===== src/rtl/ysyx_040750_mem_stage.sv =====
// Memory-access stage: accepts one instruction from EX/MEM, runs the data-memory
// req/gnt/rvalid transaction for loads/stores, and hands the bundle to MEM/WB.
// Optional: YSYX_040750_MEM_MISALIGN_CHK_EN adds misaligned-access suppression and O_misalign.
module ysyx_040750_mem_stage #(
    parameter int unsigned XLEN   = 64,
    parameter int unsigned ADDR_W = 32
) (
    input  logic              I_sys_clk,
    input  logic              I_rst_n,
    input  logic              I_EX_MEM_valid,
    output logic              O_MEM_allowin,
    input  logic [31:0]       I_pc,
    input  logic [XLEN-1:0]   I_alu_out,
    input  logic [XLEN-1:0]   I_store_data,
    input  logic              I_mem_ren,
    input  logic              I_mem_wen,
    input  logic [7:0]        I_mem_wstrb,
    input  logic              I_reg_wen,
    input  logic [4:0]        I_rd_addr,
    input  logic [1:0]        I_regin_sel,
    output logic              O_dmem_req,
    output logic              O_dmem_we,
    output logic [ADDR_W-1:0] O_dmem_addr,
    output logic [XLEN-1:0]   O_dmem_wdata,
    output logic [7:0]        O_dmem_wstrb,
    input  logic              I_dmem_gnt,
    input  logic              I_dmem_rvalid,
    input  logic [XLEN-1:0]   I_dmem_rdata,
    output logic              O_MEM_WB_valid,
    input  logic              I_MEM_WB_allowin,
    output logic [31:0]       O_pc,
    output logic [XLEN-1:0]   O_alu_out,
    output logic              O_reg_wen,
    output logic [4:0]        O_rd_addr,
    output logic [1:0]        O_regin_sel,
    output logic [XLEN-1:0]   O_mem_data,
    output logic [2:0]        O_mem_shamt
`ifdef YSYX_040750_MEM_MISALIGN_CHK_EN
    ,
    output logic              O_misalign
`endif
);

    localparam int unsigned OFS_W = 3;

    typedef enum logic [1:0] {S_IDLE, S_REQ, S_WAIT, S_DONE} state_t;

    state_t state;
    logic   is_load;
    logic   accept;
    logic   mem_op;
    logic   misalign;

    assign O_MEM_allowin = (state == S_IDLE) || ((state == S_DONE) && I_MEM_WB_allowin);
    assign accept        = I_EX_MEM_valid && O_MEM_allowin;
    assign mem_op        = I_mem_ren || I_mem_wen;

`ifdef YSYX_040750_MEM_MISALIGN_CHK_EN
    logic [3:0] span_bytes;

    // Access span: strobe popcount for stores, 1<<size (regin_sel) for loads.
    always_comb begin
        span_bytes = 4'd0;
        for (int i = 0; i < 8; i++) begin
            span_bytes = span_bytes + 4'(I_mem_wstrb[i]);
        end
        if (I_mem_ren) begin
            span_bytes = 4'd1 << I_regin_sel;
        end
        misalign = mem_op && ((I_alu_out[OFS_W-1:0] & OFS_W'(span_bytes - 4'd1)) != 3'd0);
    end
`else
    assign misalign = 1'b0;
`endif

    // Single-process FSM with all bundle and memory-port outputs registered.
    always_ff @(posedge I_sys_clk or negedge I_rst_n) begin
        if (!I_rst_n) begin
            state          <= S_IDLE;
            is_load        <= 1'b0;
            O_dmem_req     <= 1'b0;
            O_dmem_we      <= 1'b0;
            O_dmem_addr    <= '0;
            O_dmem_wdata   <= '0;
            O_dmem_wstrb   <= '0;
            O_MEM_WB_valid <= 1'b0;
            O_pc           <= '0;
            O_alu_out      <= '0;
            O_reg_wen      <= 1'b0;
            O_rd_addr      <= '0;
            O_regin_sel    <= '0;
            O_mem_data     <= '0;
            O_mem_shamt    <= '0;
`ifdef YSYX_040750_MEM_MISALIGN_CHK_EN
            O_misalign     <= 1'b0;
`endif
        end else if (accept) begin
            O_pc         <= I_pc;
            O_alu_out    <= I_alu_out;
            O_reg_wen    <= I_reg_wen && !misalign;
            O_rd_addr    <= I_rd_addr;
            O_regin_sel  <= I_regin_sel;
            O_mem_shamt  <= I_alu_out[OFS_W-1:0];
            O_dmem_addr  <= {I_alu_out[ADDR_W-1:OFS_W], 3'b000};
            O_dmem_wdata <= I_store_data;
            O_dmem_wstrb <= I_mem_wstrb;
            is_load      <= I_mem_ren;
`ifdef YSYX_040750_MEM_MISALIGN_CHK_EN
            O_misalign   <= misalign;
`endif
            if (mem_op && !misalign) begin
                state          <= S_REQ;
                O_dmem_req     <= 1'b1;
                O_dmem_we      <= !I_mem_ren;
                O_MEM_WB_valid <= 1'b0;
            end else begin
                state          <= S_DONE;
                O_dmem_req     <= 1'b0;
                O_dmem_we      <= 1'b0;
                O_MEM_WB_valid <= 1'b1;
            end
        end else begin
            case (state)
                S_REQ: begin
                    if (I_dmem_gnt) begin
                        O_dmem_req <= 1'b0;
                        O_dmem_we  <= 1'b0;
                        if (!is_load) begin
                            state          <= S_DONE;
                            O_MEM_WB_valid <= 1'b1;
                        end else if (I_dmem_rvalid) begin
                            O_mem_data     <= I_dmem_rdata;
                            state          <= S_DONE;
                            O_MEM_WB_valid <= 1'b1;
                        end else begin
                            state <= S_WAIT;
                        end
                    end
                end
                S_WAIT: begin
                    if (I_dmem_rvalid) begin
                        O_mem_data     <= I_dmem_rdata;
                        state          <= S_DONE;
                        O_MEM_WB_valid <= 1'b1;
                    end
                end
                S_DONE: begin
                    if (I_MEM_WB_allowin) begin
                        state          <= S_IDLE;
                        O_MEM_WB_valid <= 1'b0;
                    end
                end
                default: state <= S_IDLE;
            endcase
        end
    end

endmodule

===== config.mk =====
export PLATFORM = sky130hd
export DESIGN_NAME = ysyx_040750_mem_stage
export DESIGN_NICKNAME = d
export VERILOG_FILES = /design/src/rtl/ysyx_040750_mem_stage.sv
export SDC_FILE = /design/constraint.sdc
export NUM_CORES = 1
export LEC_CHECK = 0
export CAP_MARGIN = 5
export CORE_AREA = 2 2 203 205
export DETAILED_ROUTE_END_ITERATION = 7
export DIE_AREA = 0 0 205 207
export SYNTH_ARGS = -nofsm -noshare
export SYNTH_HDL_FRONTEND = slang
export SYNTH_SLANG_ARGS = --single-unit

===== constraint.sdc =====
create_clock -name I_sys_clk -period 3 [get_ports I_sys_clk]
set_input_delay 0.6 -clock I_sys_clk [delete_from_list [all_inputs] [get_ports I_sys_clk]]
set_output_delay 0.6 -clock I_sys_clk [all_outputs]
set_load 0.01 [all_outputs]

==> flow_metrics.tcl <==
set metrics [dict create \
    status "finished, final reports clean" \
    via_per_inst 4.06 \
    cts_tree "built" \
    post_cts_buffers 0 \
    min_period_ns 2.63 \
    ir_worst_vdd_mv 0.562 \
    final_cell_mix "522 x clkdlybuf4s50_1, 246 x dfrtp_1, 226 x mux2_2" \
    rsz0062_at_grt "no" \
    std_cell_rows 74 \
    cts_root_buffer "clkbuf_16" \
    p_leak_nw 6.71 \
    cp-start-kind "flop" \
    holdBufCountCts 0 \
    setup_tns_ns 0 \
    clock_sinks 246 \
    worst_path_largest_cell_delay_ns 0.51 \
    grt_pass1_wl_um 43600 \
    met1_usage_pct 14.3 \
    ys_types 29 \
    syn-mean-instance-area_um2 16.4 \
    synthTopCellsByArea "dfrtp_1 64%, mux2_2 26%, buf_4 2.7%" \
    place_congestion 0.763 \
    die-height_um 207 \
    worstMarginPinSlew_ns 0.695 \
    dieArea_um2 42400 \
    cts_buffer_depth 3 \
    crit_slowest_cell "clkdlybuf4s50_1" \
    seq_area_frac_synth_pct 63.9 \
    netlist.top_cell.by_area "dfrtp_1" \
    min_path_type "in -> async" \
    final_common_cell "clkdlybuf4s50_1" \
    drt_iter0_drc 166 \
    ys_ff_latch 246 \
    coreArea_um2 40400 \
    synth-edff-count 0 \
    finClkSkew_ns 0.0115 \
    cp_max_fo 5 \
    grt.busiest_layer "met2" \
    initial_utilization_pct 23.9 \
    fmax_mhz 381 \
    routedWlPerCell_um 17.4 \
    report.final.hold_viol_count 0 \
    die_w_um 205 \
    synthDominantCellAreaShare_pct 63.9 \
    netlist_area_um2 9630 \
    track_usage_pct 13.1 \
    final_area_um2 16300 \
    drc 0 \
    pwr_density_cell_nw_per_um2 1120 \
    r2r-start "state[0]" \
    crit_start "state[0]" \
    maxCapViolCount 0 \
    p_total_w 0.0182 \
    end_kind "primary output" \
    detail-route-antenna-nets 0 \
    setup-violations-final 0 \
    gr-total-overflow 0 \
    critical_path_class "reg -> out" \
    dr_total_vias 6719 \
    max-slew-margin-rel_pct 53.7 \
    cts-resized-gates 0 \
    area_growth_pct 69.2 \
    crit_chain "ha_1, a21o_4, clkdlybuf4s50_1" \
    first_pass_iters 4 \
    cts_max_level 1 \
    grt_start_max_net_pins 84 \
    final_nets 1353 \
    min_period_over_period_pct 87.5 \
    cp.arrival_ns 2.03 \
    numPortBuffers 523 \
    regToRegSetupSlack_ns 0.82 \
    cts_made_buffers 28 \
    maxSlewViolCount 0 \
    wl_um 28800 \
    clkTransAtPathRegs_ns 0.06 \
    r2r_end "O_mem_data[49]" \
    grtUsageMet3_pct 3.70 \
    num-fill-cells 3863 \
    clock_latency_ns 0.55 \
    syn_inst 588 \
    synthFlopType "dfrtp_1" \
    async_reset_ff_share_pct 100 \
    dpl.hpwl_um 21700 \
    reg2regPathDepth 5 \
    antenna_found_initial 1 \
    crit_required_ns 2.40 \
    place_area_um2 15400 \
    fin_util_pct 40.4 \
    yosysWarnings 0 \
    grt_pass1_vias 7343 \
    grt_use_met2_pct 24.3 \
    ios 527 \
    drive_gt1_share_pct 27.2 \
]
[routing by layer]
metal | wire (µm) | up-vias
li1 | - | 3051
met1 | 10800 | 3334
met2 | 14800 | 297
met3 | 2520 | 37
met4 | 657 | 0
met5 | 0 | -
[cells by family after synthesis]
| family | after synthesis | synth area share (%) |
|---|---|---|
| adders and majority gates | 4 | 0.520 |
| and+or+nand+nor | 18 | 1.00 |
| other | 1 | 0.0389 |
| AOI/OAI and AO/OA | 12 | 1.22 |
| muxes | 243 | 28.8 |
| DFF | 246 | 63.9 |
| buffers and inverters | 64 | 4.56 |
[state kept, by name, indices dropped and copies added, names as in the netlist]
signal	count
is_load	1
O_rd_addr	5
O_MEM_WB_valid	1
O_regin_sel	2
state	2
O_dmem_wstrb	8
O_reg_wen	1
O_pc	32
O_dmem_we	1
O_dmem_req	1
O_mem_data	64
O_alu_out	64
O_dmem_wdata	64
[cell type report]
class                      count  area [µm²]  area share (%)
sequential                   246        6160            37.8
timing repair buffer         542        5480            33.6
multi-input combinational    280        3050            18.7
clock buffer                  43         848            5.21
tap                          532         666            4.08
clock inverter                 9        76.3           0.468
inverter                       3        11.3          0.0691
antenna                        1        2.50          0.0154
[where the power goes]
part | switching, W | total [W] | leakage (nW) | internal [W]
logic | 0.00321 | 0.00874 | 3.35 | 0.00554
clock network | 0.00138 | 0.00341 | 0.458 | 0.00203
registers | 0.000988 | 0.00605 | 2.90 | 0.00506
[worst max-delay path by stage]
stage / endpoint / slack [ns]
2_1_floorplan: O_mem_data[10] / 0.91
3_3_place_gp: O_mem_data[48] / 0.49
3_5_place_dp: O_mem_data[49] / 0.47
4_1_cts: O_MEM_allowin / 0.33
5_1_grt: O_MEM_allowin / 0.28
6_report: O_MEM_allowin / 0.37
[synthesized netlist by cell type, types with 2 or more instances]
cell        n
clkbuf_1    2
mux2_4     10
a31oi_1     2
mux2i_1     2
nor2b_1     4
buf_6       6
ha_1        4
mux2_1      5
nand2b_1    5
dfrtp_1   246
buf_4      35
o31ai_1     2
mux2_2    226
buf_2      18
inv_1       3
nand2_1     5
[stage by stage]
stage	worst slack [ns]	hold slack (ns)	std cells
CTS	0.326	0.0836	1655
detailed placement	0.471	0.475	1603
global route	0.281	0.117	1655
global placement	0.490	0.470	1603
floorplan	0.906	0.304	590
finish	0.374	0.0840	1656
[worst max-delay path, delay by kind of cell, from the launching register on]
kind	cells	cell delay, ns
AOI/OAI and AO/OA	1	0.28
adders and majority gates	1	0.29
buffers and inverters	1	0.51
DFF	1	0.41
Note: power is estimated with default switching activity, not from simulation.
